===== config.mk =====
export PLATFORM = sky130hd
export DESIGN_NAME = saradc_seq_flat
export DESIGN_NICKNAME = d
export VERILOG_FILES = /design/src/rtl/saradc_pkg.sv /design/src/rtl/saradc_seq_if.sv /design/src/rtl/saradc_acc.sv /design/src/rtl/saradc_seq.sv /design/src/flat_wrapper.sv
export SDC_FILE = /design/constraint.sdc
export NUM_CORES = 1
export LEC_CHECK = 0
export BUFFER_PORTS_ARGS = -buffer_cell sky130_fd_sc_hd__buf_2
export CORE_ASPECT_RATIO = 1.25
export CORE_MARGIN = 10
export CORE_UTILIZATION = 51
export CTS_CLUSTER_SIZE = 14
export DETAILED_ROUTE_END_ITERATION = 12
export GPL_TIMING_DRIVEN = 0
export PLACE_DENSITY = 0.71
export SYNTH_ARGS = -nofsm -noshare
export SYNTH_HDL_FRONTEND = slang
export SYNTH_HIERARCHICAL = 1
export SYNTH_SLANG_ARGS = --single-unit

===== constraint.sdc =====
create_clock -name clk -period 4.7 [get_ports clk]
set_input_delay 0.235 -clock clk [delete_from_list [all_inputs] [get_ports clk]]
set_output_delay 0.235 -clock clk [all_outputs]
set_load 0.05 [all_outputs]

===== src/rtl/saradc_pkg.sv =====
// Shared types and widths for the SAR ADC sequencer slice.
package saradc_pkg;

   localparam int RES_W  = 10;
   localparam int AVG_W  = 2;
   localparam int SAMP_W = 4;

   typedef enum logic [2:0] {
      ST_IDLE,
      ST_CAL,
      ST_CONV,
      ST_ACC,
      ST_HOLD
   } state_t;

   function automatic logic [SAMP_W-1:0] samp_count(input logic [AVG_W-1:0] avg);
      return SAMP_W'(1) << avg;
   endfunction

endpackage


===== src/rtl/saradc_seq_if.sv =====
// ADC handshake and averaged-sample stream between the sequencer and its neighbours.
interface saradc_seq_if #(
   parameter int RES_W = saradc_pkg::RES_W
) ();
   logic             adc_en;
   logic             adc_cal;
   logic             adc_valid;
   logic [RES_W-1:0] adc_result;
   logic [RES_W-1:0] out_data;
   logic             out_valid;
   logic             out_ready;

   modport master (
      output adc_en, adc_cal, out_data, out_valid,
      input  adc_valid, adc_result, out_ready
   );

   modport slave (
      input  adc_en, adc_cal, out_data, out_valid,
      output adc_valid, adc_result, out_ready
   );
endinterface


===== src/rtl/saradc_acc.sv =====
// Burst accumulator; avg_out is the running sum including the current sample,
// shifted down by the averaging code.
module saradc_acc #(
   parameter int RES_W = saradc_pkg::RES_W
) (
   input  logic                        clk,
   input  logic                        rstn,
   input  logic                        clr,
   input  logic                        add,
   input  logic [RES_W-1:0]            sample,
   input  logic [saradc_pkg::AVG_W-1:0] avg,
   output logic [RES_W-1:0]            avg_out
);
   logic [RES_W+2:0] acc_q;
   logic [RES_W+2:0] sum;

   assign sum     = acc_q + {3'b000, sample};
   // At most 2^avg samples are summed, so the shifted sum always fits RES_W.
   assign avg_out = RES_W'(sum >> avg);

   always_ff @(posedge clk or negedge rstn) begin
      if (!rstn) begin
         acc_q <= '0;
      end else if (clr) begin
         acc_q <= '0;
      end else if (add) begin
         acc_q <= sum;
      end
   end
endmodule


===== src/rtl/saradc_seq.sv =====
// SAR ADC conversion sequencer: calibration, averaged bursts, timeout and interval pacing.
//
// state | meaning
// IDLE  | waiting for start or continuous mode
// CAL   | calibration conversion, result discarded
// CONV  | sample conversion in flight
// ACC   | add captured sample, pick next sample or finish
// HOLD  | interval wait before returning to IDLE
module saradc_seq #(
   parameter int TIMEOUT = 255,
   parameter int RES_W   = saradc_pkg::RES_W
) (
   input  logic                         clk,
   input  logic                         rstn,
   input  logic                         cfg_enable,
   input  logic                         cfg_cont,
   input  logic [saradc_pkg::AVG_W-1:0] cfg_avg,
   input  logic [15:0]                  cfg_interval,
   input  logic                         start,
   input  logic                         cal_req,
   input  logic                         clr_err,
   output logic                         busy,
   output logic                         err_timeout,
   output logic                         err_overrun,
   saradc_seq_if.master                 bus
);
   import saradc_pkg::*;

   localparam int TW = $clog2(TIMEOUT + 1);

   state_t             state, state_nxt;
   logic [TW-1:0]      tmo_cnt;
   logic [15:0]        hold_cnt, interval_q;
   logic [AVG_W-1:0]   avg_q;
   logic [SAMP_W-1:0]  samp_left;
   logic [RES_W-1:0]   sample_q, avg_out, out_data_q;
   logic               adc_en_q, adc_cal_q, out_valid_q, cal_pending;
   logic               conv_done, tmo_hit, last_samp, in_conv;
   logic               adc_en_d, adc_cal_d, idle_exit, result_load;
   logic               acc_add, acc_clr, hold_load, tmo_evt;

   // Only a valid seen while the ADC is enabled counts as a finished conversion.
   assign conv_done = bus.adc_valid & adc_en_q;
   assign tmo_hit   = (tmo_cnt <= TW'(1)) & ~conv_done;
   assign last_samp = samp_left == SAMP_W'(1);
   assign in_conv   = (state == ST_CAL) || (state == ST_CONV);

   always_ff @(posedge clk or negedge rstn) begin
      if (!rstn) state <= ST_IDLE;
      else       state <= state_nxt;
   end

   always_comb begin
      state_nxt = state;
      if (!cfg_enable) begin
         state_nxt = ST_IDLE;
      end else begin
         case (state)
            ST_IDLE: if (start || cfg_cont) state_nxt = cal_pending ? ST_CAL : ST_CONV;
            ST_CAL:  if (conv_done) state_nxt = ST_CONV;
                     else if (tmo_hit) state_nxt = ST_HOLD;
            ST_CONV: if (conv_done) state_nxt = ST_ACC;
                     else if (tmo_hit) state_nxt = ST_HOLD;
            ST_ACC:  state_nxt = last_samp ? ST_HOLD : ST_CONV;
            ST_HOLD: if (hold_cnt == '0) state_nxt = ST_IDLE;
            default: state_nxt = ST_IDLE;
         endcase
      end
   end

   always_comb begin
      busy        = state != ST_IDLE;
      idle_exit   = (state == ST_IDLE) && (state_nxt != ST_IDLE);
      // The first CONV cycle after CAL keeps the ADC disabled to separate the two conversions.
      adc_en_d    = (state_nxt == ST_CAL) || ((state_nxt == ST_CONV) && (state != ST_CAL));
      adc_cal_d   = state_nxt == ST_CAL;
      result_load = (state == ST_ACC) && (state_nxt == ST_HOLD);
      acc_add     = (state == ST_ACC) && cfg_enable;
      acc_clr     = (state == ST_IDLE) || (state == ST_HOLD);
      hold_load   = (state_nxt == ST_HOLD) && (state != ST_HOLD);
      tmo_evt     = in_conv && cfg_enable && tmo_hit;
   end

   always_ff @(posedge clk or negedge rstn) begin
      if (!rstn) begin
         adc_en_q    <= 1'b0;
         adc_cal_q   <= 1'b0;
         avg_q       <= '0;
         interval_q  <= '0;
         samp_left   <= '0;
         sample_q    <= '0;
         tmo_cnt     <= '0;
         hold_cnt    <= '0;
         cal_pending <= 1'b1;
         out_data_q  <= '0;
         out_valid_q <= 1'b0;
         err_timeout <= 1'b0;
         err_overrun <= 1'b0;
      end else begin
         adc_en_q  <= adc_en_d;
         adc_cal_q <= adc_cal_d;

         if (idle_exit) begin
            avg_q      <= cfg_avg;
            interval_q <= cfg_interval;
            samp_left  <= samp_count(cfg_avg);
         end else if (state == ST_ACC) begin
            samp_left  <= samp_left - SAMP_W'(1);
         end

         if ((state == ST_CONV) && conv_done) sample_q <= bus.adc_result;

         if ((state_nxt != state) || !in_conv) tmo_cnt <= TW'(TIMEOUT);
         else                                  tmo_cnt <= tmo_cnt - TW'(1);

         if (hold_load)                                hold_cnt <= interval_q;
         else if ((state == ST_HOLD) && (hold_cnt != '0)) hold_cnt <= hold_cnt - 16'd1;

         if (cal_req)                              cal_pending <= 1'b1;
         else if ((state == ST_CAL) && conv_done)  cal_pending <= 1'b0;

         if (result_load) begin
            out_data_q  <= avg_out;
            out_valid_q <= 1'b1;
         end else if (out_valid_q && bus.out_ready) begin
            out_valid_q <= 1'b0;
         end

         err_overrun <= (result_load & out_valid_q & ~bus.out_ready) | (err_overrun & ~clr_err);
         err_timeout <= tmo_evt | (err_timeout & ~clr_err);
      end
   end

   saradc_acc #(.RES_W(RES_W)) u_acc (
      .clk     (clk),
      .rstn    (rstn),
      .clr     (acc_clr),
      .add     (acc_add),
      .sample  (sample_q),
      .avg     (avg_q),
      .avg_out (avg_out)
   );

   assign bus.adc_en    = adc_en_q;
   assign bus.adc_cal   = adc_cal_q;
   assign bus.out_data  = out_data_q;
   assign bus.out_valid = out_valid_q;
endmodule


===== src/flat_wrapper.sv =====
// flat-port wrapper written by rule: the top's interface ports become plain ports
module saradc_seq_flat import saradc_pkg::*;
#(
   parameter int TIMEOUT = 255,
   parameter int RES_W   = saradc_pkg::RES_W
)
  (clk, rstn, cfg_enable, cfg_cont, cfg_avg, cfg_interval, start, cal_req, clr_err, busy, err_timeout, err_overrun, bus_adc_en, bus_adc_cal, bus_out_data, bus_out_valid, bus_adc_valid, bus_adc_result, bus_out_ready);
  saradc_seq_if #(.RES_W(RES_W)) bus_i ();
  input  logic clk;
  input  logic rstn;
  input  logic cfg_enable;
  input  logic cfg_cont;
  input  logic [saradc_pkg::AVG_W-1:0] cfg_avg;
  input  logic [15:0] cfg_interval;
  input  logic start;
  input  logic cal_req;
  input  logic clr_err;
  output logic busy;
  output logic err_timeout;
  output logic err_overrun;
  output wire logic [$bits(bus_i.adc_en)-1:0] bus_adc_en;
  output wire logic [$bits(bus_i.adc_cal)-1:0] bus_adc_cal;
  output wire logic [$bits(bus_i.out_data)-1:0] bus_out_data;
  output wire logic [$bits(bus_i.out_valid)-1:0] bus_out_valid;
  input wire logic [$bits(bus_i.adc_valid)-1:0] bus_adc_valid;
  input wire logic [$bits(bus_i.adc_result)-1:0] bus_adc_result;
  input wire logic [$bits(bus_i.out_ready)-1:0] bus_out_ready;
  assign bus_adc_en = bus_i.adc_en;
  assign bus_adc_cal = bus_i.adc_cal;
  assign bus_out_data = bus_i.out_data;
  assign bus_out_valid = bus_i.out_valid;
  assign bus_i.adc_valid = bus_adc_valid;
  assign bus_i.adc_result = bus_adc_result;
  assign bus_i.out_ready = bus_out_ready;
  saradc_seq #(.TIMEOUT(TIMEOUT), .RES_W(RES_W)) u_core (.clk(clk), .rstn(rstn), .cfg_enable(cfg_enable), .cfg_cont(cfg_cont), .cfg_avg(cfg_avg), .cfg_interval(cfg_interval), .start(start), .cal_req(cal_req), .clr_err(clr_err), .busy(busy), .err_timeout(err_timeout), .err_overrun(err_overrun), .bus(bus_i));
endmodule

== Word-level counts from Yosys, hierarchy flattened ==
Index checks and enable logic that the tools add are counted.

* Register bits after elaboration: 88
* Bits of input ports: 37
* Output and inout bits: 16
* Word-level logic and storage cells: 91

* Add/subtract/negate cells: 4
* Order comparisons: 1
* Eq/ne operators: 11
* Shift operators: 2
* Muxes and demuxes: 20
* Bitwise gates (word level): 11
* Reduce and logical (&&, ||, !) cells: 27

{| class="wikitable"
|+ Operator list
! cell !! number
|-
| 16-bit two-way mux || 2
|-
| 13-bit two-way mux || 2
|-
| 3-bit two-way mux || 7
|-
| 16-bit zero test || 1
|-
| 16-bit nonzero test || 1
|-
| 16-bit by 1-bit subtractor with 16-bit output (second input constant) || 1
|-
| 3-bit one-hot mux with 5 select lines || 1
|-
| 13-bit by 10-bit adder with 13-bit output || 1
|-
| 13-bit by 2-bit >> shifter with 10-bit output || 1
|-
| 1-bit logical AND || 11
|-
| 2-bit nonzero test || 5
|-
| 3-bit by 2-bit == test with 1-bit output (second input constant) || 3
|-
| 8-bit by 1-bit <= comparator with 1-bit output (second input constant) || 1
|-
| 4-bit two-way mux || 2
|-
| 8-bit two-way mux || 1
|-
| 8-bit by 1-bit subtractor with 8-bit output (second input constant) || 1
|-
| 1-bit bitwise AND || 6
|-
| 3-bit by 1-bit == test with 1-bit output (second input constant) || 2
|-
| 3-bit == test (second input constant) || 2
|-
| 3-bit nonzero test || 2
|-
| 1-bit logical OR || 5
|-
| 4-bit by 1-bit == test with 1-bit output (second input constant) || 1
|-
| 1-bit two-way mux || 4
|-
| 1-bit by 2-bit << shifter with 4-bit output (first input constant) || 1
|-
| other kinds (9) || 12
|}

== Depth between registers and ports, before layout ==
Gate-level depths: netlist of run 1.

* Depth in word-level cells: 12
* Gate-level depth with buffers: 11
* Depth with buffers taken out: 11

== Cells and area by module ==
Netlist of run 1, hierarchy kept.

{| class="wikitable"
|+ Modules (own cells, without submodules)
! module !! instances !! cells an instance !! area each (um^2) !! seq. area each (um^2)
|-
| saradc_seq || 1 || 316 || 3595.9 || 1878.1
|-
| saradc_acc || 1 || 142 || 1310.0 || 325.3
|}

== Least setup slack after synthesis of run 1 ==
Ideal clock, no wire load.

* Path type: register to register
* From: reg u_core.sample_q[0]
* To: reg u_core.out_data_q[9] (netlist: u_core/bus.out_data[9])
* Setup time: 0.121 ns
* Data arrival time: 2.203 ns
* Data required time: 4.579 ns
* Path slack: 2.376 ns
* Stages on the path, launching flop included: 12
* Path buffers: 0
* Clock period less this slack: 2.324 ns
* Cells stage by stage: dfrtp_1 -> ha_1 -> inv_1 -> fa_1 -> nor2b_4 -> o31ai_4 -> nand2_4 -> a221o_2 -> o21a_1 -> o2111ai_2 -> o31ai_1 -> a22o_1

* Longest elaborated chain between the ends: 2

{| class="wikitable"
|+ Ends and longest elaborated chain
! element !! RTL line !! source
|-
| from (decl) || saradc_seq.sv:36 || <nowiki>logic [RES_W-1:0] sample_q, avg_out, out_data_q;</nowiki>
|-
| from (signal assigned) || saradc_seq.sv:111 || <nowiki>if ((state == ST_CONV) && conv_done) sample_q <= bus.adc_result;</nowiki>
|-
| 13-bit by 10-bit adder with 13-bit output || saradc_acc.sv:17 || <nowiki>assign sum = acc_q + {3'b000, sample};</nowiki>
|-
| 13-bit by 2-bit >> shifter with 10-bit output || saradc_acc.sv:19 || <nowiki>assign avg_out = RES_W'(sum >> avg);</nowiki>
|-
| via u_core.avg_out[9] || saradc_seq.sv:36 ||
|-
| to (signal assigned) || saradc_seq.sv:123 || <nowiki>out_data_q <= avg_out;</nowiki>
|-
| to (decl) || saradc_seq.sv:36 ||
|}

The timed path passes the listed nets, and every way through them passes these cells.
A chain may end at the register's enable or synchronous reset.

== Worst setup path after layout of run 1 ==
* From: reg u_core.state[1]
* To: reg u_core.interval_q[1]

* Longest elaborated chain between the ends: 6
* Elaborated cells on any way between the ends: 14
* Classes of those cells: eq/ne: 4; mux: 7; reduce/logical: 3

{| class="wikitable"
|+ Ends and longest elaborated chain
! element !! RTL line !! source
|-
| from (decl) || saradc_seq.sv:31 || <nowiki>state_t state, state_nxt;</nowiki>
|-
| from (signal assigned) || saradc_seq.sv:50 || <nowiki>else state <= state_nxt;</nowiki>
|-
| 3-bit two-way mux || saradc_seq.sv:61, saradc_seq.sv:63 ||
|-
| 3-bit two-way mux, on equally long branches || saradc_seq.sv:62, saradc_seq.sv:60 ||
|-
| 3-bit one-hot mux with 5 select lines || saradc_seq.sv:58 || <nowiki>case (state)</nowiki>
|-
| 3-bit two-way mux || saradc_seq.sv:55 || <nowiki>if (!cfg_enable) begin</nowiki>
|-
| 3-bit nonzero test || saradc_seq.sv:73 || <nowiki>idle_exit = (state == ST_IDLE) && (state_nxt != ST_IDLE);</nowiki>
|-
| 1-bit logical AND (*) || saradc_seq.sv:73 ||
|-
| to (signal assigned) || saradc_seq.sv:105 || <nowiki>interval_q <= cfg_interval;</nowiki>
|-
| to (decl) || saradc_seq.sv:33 || <nowiki>logic [15:0] hold_cnt, interval_q;</nowiki>
|}

Every way passes the cells marked *; elsewhere a longest branch is shown, timed or not.

==> impl_metrics.py, run 1 <==
metrics = {
    "worst_hold_path": {
        "min_path_type": "input port to flop",
        "hp-start": "cal_req",
    },
    "worst_setup_path": {
        "worstSetupStartpoint": "u_core/state[1]",
        "start_kind": "flop",
        "critPathRequiredTime_ns": 4.93,
        "endpoint_kind": "flop",
        "cp.arrival_ns": 2.89,
        "critPathMaxFanout": 10,
        "criticalPathCategory": "flop to flop",
        "r2r-start": "u_core/state[1]",
    },
    "yosys": {
        "synth_edf_count": 0,
        "syn_area_sq_um": 4910,
        "avgSynthCellArea_sq_um": 10.7,
        "ys.flop_type": "dfrtp_1",
        "synth_most_common_cell": "dfrtp_1",
        "synthCells": 458,
        "yosysWarnings": 6,
        "synth_fp_nets": 511,
        "synth-seq-area-share_pct": 44.9,
        "yosys_register_bits": 88,
        "ys_top_cells_by_count": "dfrtp_1 (87), nor2_1 (36), nand2_1 (34)",
        "synth_area_leaders": "dfrtp_1 (44%), mux2_2 (6.7%), ha_1 (3.8%), xnor2_1 (3.0%), nor2_1 (2.8%)",
        "synth_cell_types": 71,
        "yosysTopAreaCell": "dfrtp_1",
        "synth_top_area_share_pct": 44.4,
        "ys_async_sr_fraction_pct": 100,
    },
    "power": {
        "power.switching_mw": 1.05,
        "p_leak_nw": 2.52,
        "vdd_drop_max_uv": 246,
        "power.density_nw_per_um2": 509,
        "p_int_mw": 1.83,
        "p_comb_share_pct": 35.3,
        "power_mw": 2.88,
        "seq_power_share_pct": 40.3,
        "swShare_pct": 36.5,
        "clock_power_share_pct": 24.5,
    },
    "cells_and_area": {
        "finalNonFillerCells": 650,
        "syn2layout_area_growth_pct": 15.1,
        "regArea_sq_um": 2200,
        "diodes": 0,
        "drive_gt1_share_pct": 25.0,
        "n_fill_cell": 792,
        "fin_nets": 576,
        "multiInputGateArea_sq_um": 2520,
    },
    "sta": {
        "worst_slew_pin_slew_ns": 0.790,
        "max_freq_ghz": 0.376,
        "slew_headroom_pct": 47.2,
        "setup_violations": 0,
        "slew_violations": 0,
        "fin_tns_setup_ns": 0,
        "skew_ns": 0.00823,
        "min_period_ns": 2.66,
        "fin_crit_sh_pct": 56.6,
        "finalHoldViolCount": 0,
        "rsz0062_at_grt": "false",
    },
    "placed_design": {
        "dp_hpwl_mm": 8.07,
        "finalWeightedCongestion": 0.869,
        "post-place-cells": 634,
        "port_buffers": 52,
    },
    "global_route": {
        "track_usage_pct": 16.5,
        "grt_pass1_vias": 3916,
        "antenna_found_initial": 0,
        "grt_pass1_wl_mm": 18.6,
        "gr-total-overflow": 0,
        "grt_max_degree": 61,
    },
    "status": {
        "status": "finished, final reports clean",
    },
    "clock_tree": {
        "postCtsSetupBuffers": 0,
        "cts_tree": "done",
        "clock_latency_ns": 0.34,
        "ctsResizeCount": 0,
        "cts_hold_buffers": 1,
        "cts_root_buf": "clkbuf_16",
        "htree_levels": 3,
        "clk_pin_slew_ns": 0.06,
        "clk_path_buf_depth": 2,
        "clock-sinks": 88,
        "cts_buffers": 9,
    },
    "detailed_routing": {
        "drc": 0,
        "ant_nets": 0,
        "vias_per_cell": 5.75,
        "wire_per_inst_um": 16.7,
        "drt_iter0_markers": 176,
        "first_pass_iters": 4,
        "via_count": 3739,
        "drt_wl_total_mm": 10.9,
    },
    "floorplan": {
        "die_h_um": 130,
        "start_util_pct": 52.9,
        "num_io_pins": 53,
        "core_sq_um": 9270,
        "rows": 39,
        "die-area_sq_um": 14000,
        "die_w_um": 108,
    },
    "run": {
        "cap_violations": 0,
    },
}
## flip-flops by register name (all words and copies together) (netlist names)
register              flops
u_core/u_acc/acc_q       13
u_core/interval_q        16
u_core/bus.out_valid      1
u_core/hold_cnt          16
u_core/tmo_cnt            8
u_core/bus.adc_en         1
u_core/samp_left          4
u_core/sample_q          10
u_core/err_overrun        1
u_core/bus.out_data      10
u_core/err_timeout        1
u_core/avg_q              2
u_core/cal_pending        1
u_core/state              3
u_core/bus.adc_cal        1
## cell families (layout without fill, tap and decap cells)
group	Yosys count	in the layout	share of synthesized area, %
multiplexers	46	46	11.2
adder cells (fa/ha/maj)	16	16	4.23
XOR/XNOR	30	30	5.36
flip-flops	88	88	44.9
AND/OR/NAND/NOR	134	134	15.2
AO/OA/AOI/OAI	103	103	15.5
buffers and inverters	41	110	3.62
## path summary, 6_finish.rpt
check,endpoint,slack (ns),cells after the start
max,u_core/interval_q[1],2.04,6
min,u_core/cal_pending,0.08,2
max reg2reg,u_core/interval_q[1],2.04,6
min reg2reg,u_core/hold_cnt[13],0.48,2
max in group asynchronous,u_core/cal_pending,3.68,3
min in group asynchronous,u_core/sample_q[4],0.36,2
## through the flow
stage / worst slack (ns) / area, sq um / hold slack [ns] / util (%)
final: 2.04 / 5650 / 0.0835 / 60.9
after global routing: 1.87 / 5650 / 0.0742 / 60.9
after global placement: 2.05 / 5320 / 0.433 / 57.4
after CTS: 1.99 / 5650 / 0.0754 / 60.9
after detailed placement: 2.00 / 5350 / 0.188 / 57.7
after floorplan: 2.38 / 4910 / -0.0606 / -
## layout by cell type, fill, tap and decap left out, types with 12 or more instances in the layout
| cell type | n |
|---|---|
| o21ai_0 | 13 |
| dfrtp_1 | 87 |
| buf_2 | 58 |
| inv_1 | 23 |
| mux2_2 | 29 |
| nand2_1 | 34 |
| xor2_1 | 13 |
| xnor2_1 | 17 |
| a21oi_1 | 21 |
| ha_1 | 15 |
| mux2i_1 | 12 |
| nor2_1 | 36 |
## layer usage
| metal | wire length [um] | GRT usage [%] | part of all wire [%] | up-vias |
|---|---|---|---|---|
| li1 | - | - | - | 1792 |
| met1 | 4790 | 20.2 | 44 | 1849 |
| met2 | 5380 | 26.7 | 50 | 80 |
| met3 | 476 | 3.82 | 4.4 | 18 |
| met4 | 211 | 8.11 | 1.9 | 0 |
| met5 | 0 | 0 | 0 | - |
## power groups by stage
stage / Combinational [mW] / Clock (mW) / Sequential (mW)
finish: 1.01 / 0.705 / 1.16
global route: 1.12 / 0.757 / 1.19
CTS: 1.02 / 0.717 / 1.16
detailed placement: 1.01 / 0 / 1.17
global placement: 0.978 / 0 / 1.16
floorplan: 0.728 / 0 / 1.19
## area by class of cell
| cell class | count | share of cell area, % |
|---|---|---|
| Multi-Input combinational cell | 329 | 44.7 |
| Sequential cell | 88 | 39.0 |
| Timing Repair Buffer | 54 | 5.32 |
| Clock buffer | 11 | 4.30 |
| Tap cell | 123 | 2.72 |
| Buffer | 18 | 1.62 |
| Inverter | 23 | 1.53 |
| Clock inverter | 4 | 0.798 |
## worst max-delay path: stages, from the launching register on
cell and delay (ns):
dfrtp_1 0.40, buf_2 0.19, nor2_1 0.46, o21ai_0 0.28
nor2_2 0.46, buf_2 0.38, mux2_2 0.38
(Power assumes the default switching activity.)
==> inputs of run 2 (changes only) <==
==> constraint.sdc (replaced) <==
create_clock -name clk -period 2.7 [get_ports clk]
set_input_delay 0.135 -clock clk [delete_from_list [all_inputs] [get_ports clk]]
set_output_delay 0.135 -clock clk [all_outputs]
set_load 0.05 [all_outputs]
==> run 2 against run 1 <==
  * Power increased by 75%
  * Sequential power increased by 74%
  * Critical path depth up 5
  * First-iteration DRC count decreased by 15%
  * Via count increased by 1.2%
  * Clock skew is essentially flat
  * Highest routed layer unchanged
  * Sequential share of layout area fell by 0.26 points
  * Non-clock buffer count grew 2
  * Worst setup slack worse by 1.9 ns
  * Clock power up 74%
  * Wire length rose by 0.39%
  * Largest cell class unchanged
==> impl_metrics.py, run 2 (same netlist as run 1, synthesis figures left out) <==
metrics = {
    "cells_and_area": {
        "diodes": 0,
        "finalNonFillerCells": 652,
        "fin_nets": 578,
        "final_cell_mix": "dfrtp_1 (87), buf_2 (58), nor2_1 (35)",
        "largestRegisters": "u_core/hold_cnt (16), u_core/interval_q (16), u_core/u_acc/acc_q (13)",
        "syn2layout_area_growth_pct": 15.9,
        "layout_commonest_cell": "dfrtp_1",
        "drive_gt1_share_pct": 25.5,
        "multiInputGateArea_sq_um": 2540,
        "regArea_sq_um": 2200,
        "final_util_pct": 61.3,
        "stdcell_area_sq_um": 5690,
        "n_fill_cell": 787,
    },
    "power": {
        "power.switching_mw": 1.84,
        "p_comb_share_pct": 35.4,
        "seq_power_share_pct": 40.1,
        "swShare_pct": 36.6,
        "power.density_nw_per_um2": 884,
        "vdd_drop_max_uv": 429,
        "p_leak_nw": 2.54,
        "clock_power_share_pct": 24.4,
        "p_int_mw": 3.19,
    },
    "sta": {
        "max_freq_ghz": 0.394,
        "setup_violations": 0,
        "min_period_ns": 2.54,
        "worst_slew_pin_slew_ns": 0.658,
        "fin_crit_sh_pct": 94.1,
        "finalHoldViolCount": 0,
        "fin_ws_ns": 0.159,
        "fin_tns_setup_ns": 0,
        "slew_violations": 0,
        "rsz0062_at_grt": "false",
        "slew_headroom_pct": 56.2,
        "skew_ns": 0.00824,
    },
    "global_route": {
        "track_usage_pct": 16.5,
        "grt_pass1_wl_mm": 18.7,
        "grt_max_degree": 61,
        "grt_pass1_vias": 3931,
        "antenna_found_initial": 0,
        "gr-total-overflow": 0,
    },
    "clock_tree": {
        "clk_path_buf_depth": 2,
        "postCtsSetupBuffers": 0,
        "cts_buffers": 9,
        "htree_levels": 3,
        "cts_tree": "done",
        "cts_root_buf": "clkbuf_16",
        "clk_pin_slew_ns": 0.06,
        "clock_latency_ns": 0.34,
        "clock-sinks": 88,
    },
    "detailed_routing": {
        "drt_wl_total_mm": 10.9,
        "dr.max_layer_used": "met4",
        "via_count": 3783,
        "first_pass_iters": 4,
        "wire_per_inst_um": 16.7,
        "wl_met1_mm": 4.78,
        "ant_nets": 0,
        "vias_per_cell": 5.80,
        "drt_iter0_markers": 149,
        "drc": 0,
        "dr_wl_met2_mm": 5.43,
        "met3WireLength_um": 495,
    },
    "worst_setup_path": {
        "start_kind": "flop",
        "critPathRequiredTime_ns": 2.93,
        "critPathMaxFanout": 6,
        "cp.arrival_ns": 2.77,
        "r2r_slack_ns": 0.16,
        "endpoint_kind": "flop",
        "criticalPathCategory": "flop to flop",
    },
    "placed_design": {
        "port_buffers": 52,
        "place_ws_ns": 0.00315,
        "dp_hpwl_mm": 8.07,
        "place_area_sq_um": 5350,
        "finalWeightedCongestion": 0.869,
        "post-place-cells": 634,
    },
    "floorplan": {
        "start_util_pct": 52.9,
        "die_h_um": 130,
        "num_io_pins": 53,
        "die-area_sq_um": 14000,
        "rows": 39,
        "core_sq_um": 9270,
        "die_w_um": 108,
    },
    "status": {
        "status": "finished, final reports clean",
    },
    "run": {
        "cap_violations": 0,
    },
    "worst_hold_path": {
        "min_path_type": "input port to flop",
    },
}
[run 2: cell types whose count changed in the layout (fill, tap and decap cells not counted), sizes merged]
cell	before	now
buf	64	63
dlygate4sd3	1	3
clkbuf	18	19
[run 2: worst max-delay path, stage by stage, from the launching register on]
cell	delay (ns)
dfrtp_1	0.38
ha_1	0.22
inv_1	0.07
fa_1	0.26
nor2b_4	0.08
o31ai_4	0.26
nand2_4	0.08
a221o_2	0.43
o21a_1	0.19
o2111ai_2	0.16
o31ai_1	0.09
a22o_1	0.21
[run 2: path summary, 6_finish.rpt]
check,startpoint,to,cells after the start
min reg2reg,u_core/interval_q[12],u_core/hold_cnt[12],2
min in group asynchronous,rstn,u_core/sample_q[4],2
min,cfg_interval[7],u_core/interval_q[7],2
max in group asynchronous,rstn,u_core/cal_pending,3
max,u_core/sample_q[0],u_core/bus.out_data[9],11
max reg2reg,u_core/sample_q[0],u_core/bus.out_data[9],11
[run 2: power groups by stage]
| stage | logic (mW) | clock network (mW) | registers (mW) |
|---|---|---|---|
| 2_1_floorplan | 1.27 | 0 | 2.06 |
| 3_3_place_gp | 1.70 | 0 | 2.01 |
| 3_5_place_dp | 1.76 | 0 | 2.04 |
| 4_1_cts | 1.78 | 1.25 | 2.02 |
| 5_1_grt | 1.97 | 1.32 | 2.07 |
| 6_report | 1.78 | 1.23 | 2.02 |
[run 2: layer usage]
metal,GRT usage [%],vias to the layer above
li1,-,1800
met1,20.3,1892
met2,26.8,75
met3,3.82,16
met4,8.11,0
met5,0,-
[run 2: area by class of cell]
type	instances	area share, %
plain buffers	18	1.65
clock inverters	4	0.792
well taps	123	2.71
clock buffers	11	4.27
repair buffers	56	5.63
flip-flops and latches	88	38.8
inverters	23	1.52
multi-input cells	329	44.7
[run 2: stage by stage]
stage          hold WS (ns)  power [mW]
5_1_grt              0.0147        5.35
3_3_place_gp          0.333        3.71
6_report             0.0201        5.03
2_1_floorplan        -0.161        3.33
4_1_cts              0.0112        5.05
3_5_place_dp         0.0881        3.80
[run 2: what timing repair did]
item | CTS | global route
gates resized for setup | 1 | 4
hold buffers | 3 | 0
setup endpoints to repair | 4 | 11
hold endpoints to repair | 31 | 0
==> inputs of run 3 (changes only) <==
--- a/config.mk
+++ b/config.mk
@@ -13,7 +13,9 @@
 export DETAILED_ROUTE_END_ITERATION = 12
 export GPL_TIMING_DRIVEN = 0
 export PLACE_DENSITY = 0.71
+export RECOVER_POWER = 50
 export SYNTH_ARGS = -nofsm -noshare
 export SYNTH_HDL_FRONTEND = slang
 export SYNTH_HIERARCHICAL = 1
 export SYNTH_SLANG_ARGS = --single-unit
+export TNS_END_PERCENT = 1
==> run 3 against run 2 <==
  * The flow now finishes with violations (capacitance limit, slew limit)
  * Sequential cell count unchanged
  * Sequential share of layout area rose by 0.094 points
  * Maximum frequency hardly changed
  * Highest routed layer unchanged
  * Cell area down 0.24%
  * Sequential power about the same
==> impl_metrics.py, run 3 (same netlist as run 1, synthesis figures left out) <==
metrics = {
    "detailed_routing": {
        "wire_per_inst_um": 16.7,
        "drt_wl_total_mm": 10.9,
        "vias_per_cell": 5.81,
        "drt_iter0_markers": 143,
        "first_pass_iters": 5,
        "drc": 0,
        "via_count": 3785,
        "ant_nets": 0,
    },
    "sta": {
        "slew_headroom_pct": -8.25,
        "hold_ws_ns": 0.0221,
        "rsz0062_at_grt": "false",
        "slew_violations": 29,
        "min_period_ns": 2.54,
        "fin_tns_setup_ns": 0,
        "fin_crit_sh_pct": 94.1,
        "skew_ns": 0.00724,
        "setup_violations": 0,
        "finalHoldViolCount": 0,
        "max_freq_ghz": 0.394,
        "worst_slew_pin_slew_ns": 1.62,
    },
    "power": {
        "p_comb_share_pct": 35.4,
        "power.density_nw_per_um2": 885,
        "p_leak_nw": 2.50,
        "swShare_pct": 36.5,
        "power_mw": 5.02,
        "seq_power_share_pct": 40.2,
        "power.switching_mw": 1.83,
        "vdd_drop_max_uv": 428,
        "clock_power_share_pct": 24.4,
        "p_int_mw": 3.18,
    },
    "cells_and_area": {
        "diodes": 0,
        "syn2layout_area_growth_pct": 15.6,
        "layout_commonest_cell": "dfrtp_1",
        "drive_gt1_share_pct": 23.8,
        "largestRegisters": "u_core/hold_cnt (16), u_core/interval_q (16), u_core/u_acc/acc_q (13)",
        "fin_nets": 578,
        "final_cell_mix": "dfrtp_1 (87), buf_2 (50), nor2_1 (35)",
        "final_util_pct": 61.2,
    },
    "floorplan": {
        "die_h_um": 130,
        "rows": 39,
        "core_sq_um": 9270,
        "die-area_sq_um": 14000,
        "die_w_um": 108,
        "start_util_pct": 52.9,
        "num_io_pins": 53,
    },
    "run": {
        "cap_violations": 1,
    },
    "placed_design": {
        "port_buffers": 52,
        "finalWeightedCongestion": 0.869,
        "dp_hpwl_mm": 8.07,
    },
    "status": {
        "failed_checks": "capacitance limit, slew limit",
        "status": "finished with violations",
    },
    "global_route": {
        "gr-total-overflow": 0,
        "antenna_found_initial": 0,
        "grt_pass1_wl_mm": 18.7,
        "grt_pass1_vias": 3931,
        "grt_max_degree": 61,
        "track_usage_pct": 16.5,
    },
    "worst_setup_path": {
        "cp.arrival_ns": 2.77,
        "criticalPathCategory": "flop to flop",
        "endpoint_kind": "flop",
        "critPathRequiredTime_ns": 2.93,
        "critPathMaxFanout": 6,
        "start_kind": "flop",
    },
    "clock_tree": {
        "cts_buffers": 9,
        "cts_tree": "done",
        "clk_path_buf_depth": 2,
        "clock-sinks": 88,
        "htree_levels": 3,
        "cts_root_buf": "clkbuf_16",
        "clk_pin_slew_ns": 0.06,
        "clock_latency_ns": 0.34,
    },
    "worst_hold_path": {
        "min_path_type": "input port to flop",
    },
}
[run 3: cell types whose count changed in the layout (fill, tap and decap cells not counted)]
cell,previous run,this run
buf_4,1,0
buf_2,58,50
clkbuf_1,7,16
[run 3: layout make-up]
class                      count  area, sq um
fill                         787         3600
multi-input combinational    329         2540
sequential                    88         2200
timing repair buffer          56          307
clock buffer                  11          243
tap                          123          154
buffer                        18         93.8
inverter                      23         86.3
clock inverter                 4         45.0
[run 3: critical path: stages (launching register included)]
cell       delay [ns]
dfrtp_1          0.38
ha_1             0.22
inv_1            0.07
fa_1             0.26
nor2b_4          0.08
o31ai_4          0.26
nand2_4          0.08
a221o_2          0.43
o21a_1           0.19
o2111ai_2        0.16
o31ai_1          0.09
a22o_1           0.21
[run 3: per-stage QoR]
step | cells | setup slack, ns | instance area, sq um
after global placement | 633 | 0.0459 | 5320
final | 652 | 0.159 | 5670
after detailed placement | 634 | 0.00315 | 5350
after global routing | 652 | 0.0231 | 5670
after floorplan | 458 | 0.376 | 4910
after CTS | 652 | 0.147 | 5670
[run 3: path summary, 6_finish.rpt]
path	from	to	slack, ns	cells after the start
worst max-delay path	u_core/sample_q[0]	u_core/bus.out_data[9]	0.16	11
worst min-delay path	cfg_interval[13]	u_core/interval_q[13]	0.02	2
worst max register to register	u_core/sample_q[0]	u_core/bus.out_data[9]	0.16	11
worst min register to register	u_core/interval_q[13]	u_core/hold_cnt[13]	0.49	2
max in group asynchronous	rstn	u_core/cal_pending	0.92	3
min in group asynchronous	rstn	u_core/sample_q[4]	0.74	2
[run 3: what timing repair did]
item,CTS,global route
hold buffers,3,0
buffers inserted,0,0
hold endpoints to repair,31,0
setup endpoints to repair,4,11
resized for setup,1,4
[run 3: power groups by stage]
stage	clock [mW]	sequential (mW)	combinational, mW
6_report	1.22	2.02	1.78
3_3_place_gp	0	2.01	1.70
4_1_cts	1.25	2.02	1.78
5_1_grt	1.32	2.07	1.96
3_5_place_dp	0	2.04	1.76
2_1_floorplan	0	2.06	1.27
[run 3: routing by layer]
metal / GRT usage, % / part of all wire, % / vias up
met4: 8.11 / 1.4 / 0
met2: 26.8 / 50 / 80
met3: 3.82 / 4.8 / 13
met5: 0 / 0 / -
li1: - / - / 1802
met1: 20.3 / 44 / 1890
